## config.mk

```make
export PLATFORM = sky130hd
export DESIGN_NAME = gcd_unit_arbiter
export DESIGN_NICKNAME = d
export VERILOG_FILES = /design/src/rtl/gcd_unit_arbiter.sv
export SDC_FILE = /design/constraint.sdc
export NUM_CORES = 1
export LEC_CHECK = 0
export CAP_MARGIN = 25
export CORE_MARGIN = 8
export CORE_UTILIZATION = 60
export DETAILED_ROUTE_END_ITERATION = 8
export DONT_BUFFER_PORTS = 1
export PLACE_DENSITY_LB_ADDON = 0.2
export REMOVE_ABC_BUFFERS = 1
export SETUP_SLACK_MARGIN = 0.15
export SLEW_MARGIN = 20
export SYNTH_ARGS = -nofsm -noshare
export SYNTH_HDL_FRONTEND = slang
export SYNTH_SLANG_ARGS = --single-unit
export TNS_END_PERCENT = 5
```

## constraint.sdc

```tcl
create_clock -name clk -period 3 [get_ports clk]
set_input_delay 0.45 -clock clk [delete_from_list [all_inputs] [get_ports clk]]
set_output_delay 0.45 -clock clk [all_outputs]
set_load 0.005 [all_outputs]
```

## src/rtl/gcd_unit_arbiter.sv

```systemverilog
// rtl/gcd_unit_arbiter.sv - round-robin arbiter sharing one GCD unit between NREQ val/rdy requesters
// Define GCD_ARB_FIXED_PRIO_EN for fixed priority (requester 0 highest) instead of round-robin.
module gcd_unit_arbiter #(
  parameter int NREQ = 2
) (
  input  logic                 clk,
  input  logic                 reset,
  input  logic [NREQ-1:0]      req_val,
  output logic [NREQ-1:0]      req_rdy,
  input  logic [NREQ*32-1:0]   req_msg,
  output logic [NREQ-1:0]      resp_val,
  input  logic [NREQ-1:0]      resp_rdy,
  output logic [15:0]          resp_msg,
  output logic                 gcd_req_val,
  input  logic                 gcd_req_rdy,
  output logic [31:0]          gcd_req_msg,
  input  logic                 gcd_resp_val,
  output logic                 gcd_resp_rdy,
  input  logic [15:0]          gcd_resp_msg
);
  localparam int OW = $clog2(NREQ);

  typedef enum logic [1:0] {S_IDLE, S_SEND, S_WAIT} state_t;

  state_t          r_state;
  logic [OW-1:0]   r_owner;
  logic [31:0]     r_msg;
  logic [OW-1:0]   w_ptr;
  logic [OW-1:0]   w_grant;
  logic            w_any;
  logic [31:0]     w_sel_msg;
  logic            w_resp_fire;

`ifdef GCD_ARB_FIXED_PRIO_EN
  assign w_ptr = '0;
`else
  logic [OW-1:0]   r_ptr;
  logic [OW-1:0]   w_ptr_next;
  assign w_ptr      = r_ptr;
  assign w_ptr_next = (r_owner == OW'(NREQ-1)) ? '0 : r_owner + 1'b1;
`endif

  // Scan from the farthest candidate back toward ptr so the nearest valid one wins.
  always_comb begin
    logic [OW:0] v_idx;
    w_grant = '0;
    w_any   = 1'b0;
    v_idx   = '0;
    for (int k = NREQ-1; k >= 0; k--) begin
      v_idx = {1'b0, w_ptr} + (OW+1)'(k);
      if (v_idx >= (OW+1)'(NREQ)) v_idx = v_idx - (OW+1)'(NREQ);
      if (req_val[v_idx[OW-1:0]]) begin
        w_grant = v_idx[OW-1:0];
        w_any   = 1'b1;
      end
    end
  end

  assign w_sel_msg   = req_msg[{w_grant, 5'b0} +: 32];
  assign w_resp_fire = (r_state == S_WAIT) && gcd_resp_val && resp_rdy[r_owner];

  always_ff @(posedge clk) begin
    if (!reset) begin
      r_state <= S_IDLE;
      r_owner <= '0;
      r_msg   <= '0;
`ifndef GCD_ARB_FIXED_PRIO_EN
      r_ptr   <= '0;
`endif
    end else begin
      case (r_state)
        S_IDLE: if (w_any) begin
          r_msg   <= w_sel_msg;
          r_owner <= w_grant;
          r_state <= S_SEND;
        end
        S_SEND: if (gcd_req_rdy) r_state <= S_WAIT;
        S_WAIT: if (w_resp_fire) begin
`ifndef GCD_ARB_FIXED_PRIO_EN
          r_ptr   <= w_ptr_next;
`endif
          r_state <= S_IDLE;
        end
        default: r_state <= S_IDLE;
      endcase
    end
  end

  // Handshake outputs are gated by reset so nothing fires while reset is held low.
  always_comb begin
    req_rdy  = '0;
    resp_val = '0;
    if (reset && (r_state == S_IDLE) && w_any) req_rdy[w_grant] = 1'b1;
    if (reset && (r_state == S_WAIT)) resp_val[r_owner] = gcd_resp_val;
  end

  assign gcd_req_val  = reset && (r_state == S_SEND);
  assign gcd_req_msg  = r_msg;
  assign gcd_resp_rdy = reset && (r_state == S_WAIT) && resp_rdy[r_owner];
  assign resp_msg     = gcd_resp_msg;

endmodule

```

### After elaboration in Yosys (flattened, before gate mapping)

Index checks and enable logic that the tools add are counted.

| storage, ports and cells | value |
|---|---|
| register bits after elaboration | 36 |
| bits of input ports | 88 |
| output and inout port bits | 54 |
| logic and storage cells | 59 |

| operators by class | value |
|---|---|
| add/sub/neg operators | 4 |
| magnitude comparators | 8 |
| eq/ne operators | 5 |
| shift-type cells | 1 |
| multiplexer cells | 23 |
| bitwise operators | 1 |
| reductions and logical operators | 13 |

Operators by type and width:

| cell | count |
|---|---|
| $shiftx A64 B7 Y32 | 1 |
| $mux W1 | 15 |
| $mux W2 | 5 |
| $logic_and A1 B1 Y1 | 9 |
| $lt A1 B2 Y1 const B | 4 |
| $ne A2 B2 Y1 const B | 3 |
| $pmux W2 S3 | 1 |
| $reduce_and A2 Y1 | 2 |
| $reduce_and A3 Y1 | 1 |
| $add A1 B1 Y2 const B | 1 |
| $and A2 B2 Y2 | 1 |
| $demux W1 S1 | 2 |
| $eq A2 B1 Y1 const B | 1 |
| $eq A2 B2 Y1 const B | 1 |
| $ge A1 B1 Y1 const B | 2 |
| $ge A1 B2 Y1 const B | 1 |
| $ge A2 B2 Y1 const B | 1 |
| $logic_not A2 Y1 | 1 |
| $sub A1 B1 Y1 const B | 2 |
| $add A1 B1 Y1 const B | 1 |

### Longest topological paths before layout

Gate-level depths: netlist of the first run.

| logic depth | value |
|---|---|
| depth after elaboration | 12 |
| depth in mapped cells | 5 |

### Least setup slack after synthesis of the first run

Ideal clock, no wire load.

| path | value |
|---|---|
| path kind | input to output |
| start point | input req_val[1] |
| end point | output req_rdy[0] |
| data arrival time | 1.078 ns |
| slack | 1.472 ns |
| cell stages on the path | 3 |
| path buffers | 1 |
| cells stage by stage | o21ai_1 -> buf_2 -> nor3b_1 |

| on the way | value |
|---|---|
| longest elaborated chain between the ends | 9 |
| elaborated cells between the ends (all ways) | 15 |

Ends and longest elaborated chain:

| what | RTL line | source |
|---|---|---|
| start, declared | 8 | `input logic [NREQ-1:0] req_val,` |
| $mux W1 (implied by the code) (2 in a row) | 52 | `if (req_val[v_idx[OW-1:0]]) begin` |
| $mux W1 (2 in a row) | 52 |  |
| $lt A1 B2 Y1 (implied by the code) or $ge A1 B1 Y1 (tied branches) | 93 | `if (reset && (r_state == S_IDLE) && w_any) req_rdy[w_grant] = 1'b1;` |
| $logic_and A1 B1 Y1 (implied by the code) | 93 |  |
| $mux W1 (implied by the code) | 93 |  |
| $demux W1 S1 | 93 |  |
| $mux W2 (*) | 93 |  |
| end, declared | 9 | `output logic [NREQ-1:0] req_rdy,` |

Every way passes the cells marked *; elsewhere a longest branch is shown, timed or not. The select of a mux whose other input is x is not followed.

### Final worst setup path of the first run

| path | value |
|---|---|
| start point | register r_ptr |
| end point | output req_rdy[0] |

| on the way | value |
|---|---|
| longest elaborated chain between the ends | 12 |
| elaborated cells between the ends (all ways) | 22 |

Ends and longest elaborated chain:

| what | RTL line | source |
|---|---|---|
| start, declared | 37 | `logic [OW-1:0] r_ptr;` |
| start signal, assigned | 80 | `r_ptr <= w_ptr_next;` |
| $add A1 B1 Y2 | 50 | `v_idx = {1'b0, w_ptr} + (OW+1)'(k);` |
| $ge A2 B2 Y1 or $sub A1 B1 Y1 (tied branches) | 51 | `if (v_idx >= (OW+1)'(NREQ)) v_idx = v_idx - (OW+1)'(NREQ);` |
| $mux W1 | 51 |  |
| $mux W1 (implied by the code) (2 in a row) | 52 |  |
| $mux W1 (2 in a row) | 52 |  |
| $lt A1 B2 Y1 (implied by the code) or $ge A1 B1 Y1 (tied branches) | 93 |  |
| $logic_and A1 B1 Y1 (implied by the code) | 93 |  |
| $mux W1 (implied by the code) | 93 |  |
| $demux W1 S1 | 93 |  |
| $mux W2 (*) | 93 |  |

Marked as above.

==> results_dict.tcl, run 1 <==
set metrics [dict create \
    crit_required_ns 2.55 \
    hold_violations 0 \
    cp.arrival_ns 1.66 \
    fmax_mhz 474 \
    antenna_found_initial 0 \
    min_path_cells 1 \
    drt_iter0_markers 122 \
    rsz0062_at_grt "no" \
    p_per_area_nw_per_um2 526 \
    cts-resized-gates 0 \
    drv_cap 0 \
    place.gp.congestion 0.709 \
    track_usage 0.194 \
    skew_ns 0.00688 \
    setup.worst_path.start "r_ptr$_SDFFE_PN0P_" \
    ys_top_cells_by_count "dfxtp_1, and3_1, o21bai_1, o311a_1, a21boi_0" \
    grt_pass1_vias 1668 \
    synthTopCellsByArea "dfxtp_1, o311a_1, o21bai_1" \
    critical_path_class "reg -> out" \
    leakage_uw 0.000912 \
    syn_area_sq_um 2150 \
    hp-class "in -> reg" \
    peakVddDrop_v 0.000335 \
    period_share 0.703 \
    boundaryPins 142 \
    clk_pin_slew_worst_paths_ns 0.10 \
    ys_seq_elements 36 \
    syn_to_final_growth_pct -4.95 \
    hold_buffers 0 \
    worstMarginPinSlew_ns 0.759 \
    core_region_area_sq_um 3390 \
    synth-seq-area-share 0.335 \
    via_count 1725 \
    clk_latency_ns 0.34 \
    cts_made_buffers 5 \
    hpwl_mm 4.23 \
    finalSetupViolCount 0 \
    syn_inst 237 \
    grt.overflow.total 0 \
    crit_path_max_fanout 45 \
    relSlewSlack 0.494 \
    synth_cell_types 30 \
    ys_async_sr_fraction 0 \
    first_pass_iters 4 \
    avgSynthCellArea_sq_um 9.06 \
    cts_setup_buffers 0 \
    start_util 0.634 \
    period_minus_slack_ns 2.11 \
    rr_worst_depth 4 \
    post_drt_wl_per_cell_microns 23.5 \
    cts_tree "yes" \
    dieWidth_microns 75.8 \
    yosys_warnings 0 \
    netlist.area_leader.share 0.335 \
    finalSetupTns_ns 0 \
    synth.most_common_cell "dfxtp_1" \
    drive_above_1_share 0.0683 \
    synth_area_leader_cell "dfxtp_1" \
    htreeDepth 2 \
    grt_max_degree 69 \
    dp.cells 243 \
    total_power_uw 1070 \
    die-area_sq_um 5750 \
    hold_slack_ns 0.220 \
    start_kind "flop" \
    end_kind "primary output" \
    cts-root-buf "clkbuf_4" \
    n_antenna_cell 0 \
    synth_edf_count 0 \
    nNetsFinal 292 \
    timing.rr.end "gcd_req_msg[4]$_SDFFE_PN0P_" \
    grt_pass1_wl_mm 8.41 \
    maxSlewViolCount 0 \
    drc 0 \
    port_buffers 0 \
    crit_end "req_rdy[0]" \
    die_h_microns 75.8 \
    r2r-start "r_ptr$_SDFFE_PN0P_" \
    row_count 21 \
    outcome "complete, no violations" \
    antenna_left 0 \
    final_cell_count_no_fill 251 \
    synth_ff_type "dfxtp_1" \
    wl_mm 5.90 \
    cts.sinks 36 \
    clk_path_buf_depth 2 \
    rrSetupSlack_ns 1.19 \
    via_per_inst 6.87 \
]
==> cell type report <==
type | instances | area (sq um)
Clock buffer | 8 | 58.8
Multi-Input combinational cell | 155 | 1170
Tap cell | 46 | 57.6
Sequential cell | 36 | 721
Fill cell | 292 | 1350
Inverter | 2 | 7.51
Timing Repair Buffer | 4 | 30.0
==> per-layer routing <==
metal	vias up	track usage	part of all wire
met5	-	0.0700	0.0073
met4	2	0.0533	0.012
met3	12	0.154	0.18
li1	821	-	-
met1	772	0.197	0.36
met2	118	0.295	0.44
==> state kept, by name (all words and copies together) (netlist names) <==
| register | cells |
|---|---|
| r_ptr | 1 |
| gcd_req_msg | 32 |
| r_state | 2 |
| r_owner | 1 |
==> worst max-delay path, cell delays in order, from the launching register on <==
cell and delay, ns:
dfxtp_1 0.33, nand2b_2 0.50, nand2_1 0.22, nor3b_1 0.28
==> worst min-delay path by stage <==
stage                                  start                  to  slack [ns]
after global routing             resp_rdy[1]  r_ptr$_SDFFE_PN0P_        0.20
after detailed placement  r_ptr$_SDFFE_PN0P_  r_ptr$_SDFFE_PN0P_        0.52
after CTS                        resp_rdy[1]  r_ptr$_SDFFE_PN0P_        0.20
after global placement    r_ptr$_SDFFE_PN0P_  r_ptr$_SDFFE_PN0P_        0.51
final                            resp_rdy[1]  r_ptr$_SDFFE_PN0P_        0.22
after floorplan           r_ptr$_SDFFE_PN0P_  r_ptr$_SDFFE_PN0P_        0.49
==> kinds of logic after synthesis <==
kind of cell / count (synthesis) / share of synthesized area
AOI/OAI and AO/OA: 104 / 0.393
buffers and inverters: 46 / 0.124
DFF: 36 / 0.335
muxes: 1 / 0.00466
and+or+nand+nor: 50 / 0.143
==> power by group <==
part	switching (uW)	leakage (uW)	internal (uW)	total, uW
logic	111	0.000581	115	226
registers	47.9	0.000299	536	584
clock network	149	0.0000326	116	264
==> through the flow <==
| stage | instance area, sq um | worst slack (ns) | utilization |
|---|---|---|---|
| finish | 2040 | 0.891 | 0.602 |
| global route | 2040 | 0.733 | 0.602 |
| CTS | 2040 | 0.874 | 0.602 |
| detailed placement | 1980 | 1.18 | 0.585 |
| global placement | 1980 | 1.26 | 0.585 |
| floorplan | 1890 | 0.778 | - |
==> layout by cell type (no fill, tap or decap), types with 2 or more instances in the layout <==
master / count
dfxtp_1: 36
and3_1: 32
o21bai_1: 32
o311a_1: 32
a21boi_0: 28
clkbuf_4: 5
nor2_1: 4
a21boi_1: 4
buf_4: 4
a21oi_1: 3
inv_1: 2
nand2_1: 2
nor3b_1: 2
o21ai_0: 2
clkbuf_1: 2
Power figures use the tool's default switching activity.
==> run 2, diff against run 1 <==
Settings changed: CORE_UTILIZATION 60 to 57.
Clock period 3 ns to 1.9 ns, I/O delays scaled along.
==> results_dict.tcl, run 2 (same netlist as run 1, synthesis figures left out) <==
set metrics [dict create \
    hp-start "resp_rdy[1]" \
    nNetsFinal 293 \
    dp.cells 246 \
    via_per_inst 6.74 \
    fmax_mhz 614 \
    start_kind "flop" \
    total_power_uw 1750 \
    routed-wl-met3_microns 704 \
    crit_required_ns 1.62 \
    wl_met2_mm 2.81 \
    via_count 1699 \
    hpwl_mm 4.22 \
    hold_violations 0 \
    r2r-start "r_state[0]$_SDFFE_PN0P_" \
    cts_tree "yes" \
    final_cell_mix "dfxtp_1, and3_1, o21bai_1, o311a_1, a21boi_0" \
    fillers 325 \
    place.gp.congestion 0.688 \
    row_count 22 \
    drv_cap 0 \
    skew_ns 0.00214 \
    antenna_left 0 \
    die_h_microns 77.4 \
    drc 0 \
    rsz0062_at_grt "yes" \
    final_cell_count_no_fill 252 \
    dieWidth_microns 77.4 \
    p_per_area_nw_per_um2 841 \
    cts-root-buf "clkbuf_8" \
    period_minus_slack_ns 1.63 \
    grt_pass1_vias 1801 \
    clk_pin_slew_worst_paths_ns 0.06 \
    rrSetupSlack_ns 0.41 \
    peakVddDrop_v 0.000484 \
    boundaryPins 142 \
    drive_above_1_share 0.0739 \
    period_share 0.858 \
    antenna_found_initial 1 \
    clk_latency_ns 0.27 \
    htreeDepth 2 \
    start_util 0.591 \
    critical_path_class "reg -> out" \
    timing.rr.end "gcd_req_msg[24]$_SDFFE_PN0P_" \
    hp-class "in -> reg" \
    finalSetupViolCount 0 \
    crit_path_max_fanout 18 \
    die-area_sq_um 5990 \
    wl_mm 5.90 \
    topRoutingLayerUsed "met5" \
    largest_reg_flops 32 \
    cp_slowest_cell "dfxtp_1" \
    min_path_cells 1 \
    cts_made_buffers 5 \
    wl_met1_mm 2.29 \
    path_cells "nor2_1 > o21ai_2 > nor3_1" \
    maxSlewViolCount 0 \
    grt.overflow.total 0 \
    post_drt_wl_per_cell_microns 23.4 \
    hold_end "r_ptr$_SDFFE_PN0P_" \
    drt_iter0_markers 121 \
    syn_to_final_growth_pct -2.91 \
    slowest_delay_ns 0.35 \
    outcome "complete, no violations" \
    cp.arrival_ns 1.34 \
    finalSetupTns_ns 0 \
    crit_buf_inv 0 \
    port_buffers 0 \
    cts.sinks 36 \
    rr_worst_depth 4 \
    critical-path-top-delay-family "simple AND/OR/NAND/NOR gates" \
    track_usage 0.187 \
    grt_pass1_wl_mm 9.13 \
    clk_path_buf_depth 2 \
    grt_max_degree 69 \
    relSlewSlack 0.448 \
    end_kind "primary output" \
    leakage_uw 0.000928 \
    worstMarginPinSlew_ns 0.829 \
    core_region_area_sq_um 3630 \
    final_common_cell "dfxtp_1" \
    first_pass_iters 4 \
]
run 2: changes by cell type in the layout (fill, tap and decap cells not counted), sizes merged:
cell    previous run  this run
clkbuf             8         5
buf                4         5
diode              0         1
run 2: report_power, final:
group          switching, uW  total (uW)  leakage (uW)  internal (uW)
clock                    230         466     0.0000360            236
sequential              73.4         921      0.000299            848
combinational            175         367      0.000593            193
run 2: layout make-up:
| class | count | area [sq um] | area share |
|---|---|---|---|
| inverters | 2 | 7.51 | 0.00360 |
| multi-input cells | 155 | 1170 | 0.562 |
| flip-flops and latches | 36 | 721 | 0.346 |
| well taps | 48 | 60.1 | 0.0288 |
| clock buffers | 5 | 68.8 | 0.0330 |
| diodes | 1 | 2.50 | 0.00120 |
| repair buffers | 5 | 53.8 | 0.0258 |
run 2: repair_timing:
item / CTS / global route
hold endpoints to repair: 0 / 0
setup buffers: 0 / 0
resized for setup: 0 / 2
setup endpoints to repair: 0 / 2
hold buffers: 0 / 0
run 2: how the worst max path moves through the flow:
stage	startpoint	to	slack (ns)	cells after the start
final	r_state[0]$_SDFFE_PN0P_	req_rdy[1]	0.27	3
after floorplan	req_val[1]	req_rdy[0]	0.008	2
after global routing	r_state[0]$_SDFFE_PN0P_	req_rdy[1]	0.16	3
after detailed placement	r_state[0]$_SDFFE_PN0P_	gcd_req_msg[24]$_SDFFE_PN0P_	0.41	4
after global placement	r_state[0]$_SDFFE_PN0P_	gcd_req_msg[22]$_SDFFE_PN0P_	0.46	4
after CTS	r_state[0]$_SDFFE_PN0P_	req_rdy[0]	0.17	3
run 2: metal layers:
| metal | track usage | vias up |
|---|---|---|
| met1 | 0.188 | 782 |
| met4 | 0.0472 | 2 |
| met2 | 0.301 | 87 |
| met5 | 0.0500 | - |
| met3 | 0.134 | 8 |
| li1 | - | 820 |
run 2: through the flow:
stage	hold WS, ns	setup WS, ns	instance area [sq um]	util
after detailed placement	0.412	0.405	2010	0.552
after global placement	0.408	0.456	2010	0.552
final	0.130	0.270	2090	0.574
after global routing	0.105	0.157	2090	0.574
after CTS	0.114	0.169	2070	0.571
after floorplan	0.398	0.00808	1890	-
run 2: worst register-to-register path, delay by kind of cell (launching register included):
| kind | cells | cell delay, ns |
|---|---|---|
| AOI/OAI and AO/OA | 2 | 0.61 |
| and+or+nand+nor | 1 | 0.17 |
| DFF | 1 | 0.35 |
| buffers and inverters | 1 | 0.25 |
==> run 3, diff against run 2 <==
Settings changed: ABC_AREA from default to 1, CORE_UTILIZATION 57 to 50.
==> results_dict.tcl, run 3 <==
set metrics [dict create \
    start_kind "flop" \
    crit_path_max_fanout 34 \
    synth_cell_types 17 \
    final_cell_count_no_fill 360 \
    ys_top_cells_by_count "nand2_1, nor2_1, nand3_1" \
    netlist.area_leader.share 0.353 \
    hp-class "in -> reg" \
    final_common_cell "nand2_1" \
    boundaryPins 142 \
    power_frac_comb 0.204 \
    drt_iter0_markers 124 \
    via_per_inst 4.98 \
    row_count 23 \
    cts_made_buffers 5 \
    nNetsFinal 398 \
    clock_power_share 0.304 \
    rrSetupSlack_ns 0.50 \
    largest_reg_flops 32 \
    cp.arrival_ns 1.36 \
    avgSynthCellArea_sq_um 6.15 \
    rr_worst_depth 8 \
    synth_area_leader_cell "dfxtp_1" \
    antenna_found_initial 0 \
    drive_above_1_share 0.0581 \
    period_share 0.864 \
    ys_async_sr_fraction 0 \
    end_kind "primary output" \
    yosys_warnings 0 \
    pwr-share-seq 0.492 \
    worstMarginPinSlew_ns 0.628 \
    seq_area_sq_um 721 \
    min_path_cells 1 \
    hold_violations 0 \
    finalSetupTns_ns 0 \
    antenna_left 0 \
    syn_area_sq_um 2040 \
    n_antenna_cell 0 \
    multiInputGateArea_sq_um 945 \
    die_h_microns 79.9 \
    r2r-start "r_state[0]$_SDFFE_PN0P_" \
    grt.overflow.total 0 \
    synth_ff_type "dfxtp_1" \
    cts-resized-gates 0 \
    swShare 0.295 \
    skew_ns 0.00231 \
    syn_inst 332 \
    synth.most_common_cell "nand2_1" \
    ys_seq_elements 36 \
    grt_pass1_wl_mm 8.38 \
    synth-seq-area-share 0.353 \
    dp.cells 351 \
    hold_buffers 0 \
    outcome "complete, no violations" \
    start_util 0.514 \
    rsz0062_at_grt "yes" \
    clk_path_buf_depth 2 \
    finalSetupViolCount 0 \
    cts_setup_buffers 0 \
    post_drt_wl_per_cell_microns 14.7 \
    synth_edf_count 0 \
    critical_path_class "reg -> out" \
    peakVddDrop_v 0.000327 \
    internal_power_uw 1320 \
    grt_max_degree 43 \
    drv_cap 0 \
    die-area_sq_um 6390 \
    relSlewSlack 0.580 \
    via_count 1794 \
    htreeDepth 2 \
    fmax_mhz 609 \
    wl_mm 5.30 \
    syn_to_final_growth_pct -0.184 \
    synthTopCellsByArea "dfxtp_1, nand3_1, nand2_1" \
    core_region_area_sq_um 3970 \
    fillers 426 \
    clk_latency_ns 0.28 \
    grt_pass1_vias 1803 \
    p_per_area_nw_per_um2 919 \
    dieWidth_microns 79.9 \
    place.gp.congestion 0.718 \
    timing.rr.end "gcd_req_msg[8]$_SDFFE_PN0P_" \
    hp-start "reset" \
    track_usage 0.164 \
    first_pass_iters 4 \
    final_cell_mix "nand2_1, nor2_1, nand3_1" \
    clk_pin_slew_worst_paths_ns 0.07 \
    power.switching_uw 553 \
    crit_required_ns 1.62 \
    cts.sinks 36 \
    port_buffers 0 \
    cts_tree "yes" \
    hold_end "r_state[0]$_SDFFE_PN0P_" \
    period_minus_slack_ns 1.64 \
    cts-root-buf "clkbuf_8" \
    hpwl_mm 3.81 \
    drc 0 \
    leakage_uw 0.00112 \
    maxSlewViolCount 0 \
]
[run 3: cell count changes in the layout (fill, tap and decap cells not counted), sizes merged, moves of 4 or more]
cell    before  now
nor2         5   69
nand2        2   76
nand3        1   66
o21ai        4    0
a21boi      32    0
o311a       32    0
o21bai      32    0
and3        32    1
inv          2   39
[run 3: how the worst max path moves through the flow]
stage	startpoint	to	slack [ns]	cells after the start
finish	r_ptr$_SDFFE_PN0P_	req_rdy[1]	0.26	4
detailed placement	r_state[0]$_SDFFE_PN0P_	req_rdy[0]	0.49	5
global placement	r_state[0]$_SDFFE_PN0P_	req_rdy[0]	0.53	5
CTS	r_state[0]$_SDFFE_PN0P_	req_rdy[0]	0.17	5
floorplan	r_state[0]$_SDFFE_PN0P_	req_rdy[0]	0.03	5
global route	r_ptr$_SDFFE_PN0P_	req_rdy[1]	0.12	4
[run 3: layout make-up]
type	instances	area share
inverter	40	0.0736
sequential	36	0.353
tap	50	0.0307
clock buffer	7	0.0472
timing repair buffer	7	0.0319
multi-input combinational	220	0.463
[run 3: routing by layer]
metal,routed length [microns],GRT usage,vias up
met3,730,0.104,5
met4,46,0.0600,0
met1,2230,0.184,746
met5,0,0,-
met2,2290,0.246,90
li1,-,-,953
[run 3: worst max-delay path: stages (launching register included)]
cell     delay [ns]
dfxtp_1        0.33
inv_1          0.05
nand2_2        0.06
nand2_2        0.36
nor2_1         0.28
[run 3: kinds of logic (layout without fill, tap and decap cells)]
group / count (synthesis) / count (layout) / share of synthesized area
and+or+nand+nor: 215 / 215 / 0.448
buffers and inverters: 76 / 54 / 0.185
DFF: 36 / 36 / 0.353
AOI/OAI and AO/OA: 5 / 5 / 0.0141
[run 3: per-stage QoR]
step | utilization | hold slack (ns) | setup WS (ns) | area [sq um] | total power [uW]
finish | 0.514 | 0.124 | 0.258 | 2040 | 1870
global route | 0.514 | 0.118 | 0.117 | 2040 | 2020
CTS | 0.510 | 0.114 | 0.173 | 2020 | 1900
detailed placement | 0.486 | 0.411 | 0.487 | 1930 | 1320
global placement | 0.486 | 0.407 | 0.534 | 1930 | 1310
floorplan | - | 0.403 | 0.0263 | 1820 | 1210
[run 3: power by group through the flow]
| stage | Clock (uW) | Combinational (uW) | Sequential [uW] |
|---|---|---|---|
| 2_1_floorplan | 0 | 293 | 917 |
| 3_5_place_dp | 0 | 376 | 944 |
| 3_3_place_gp | 0 | 368 | 943 |
| 4_1_cts | 594 | 377 | 927 |
| 6_report | 569 | 382 | 923 |
| 5_1_grt | 631 | 457 | 934 |
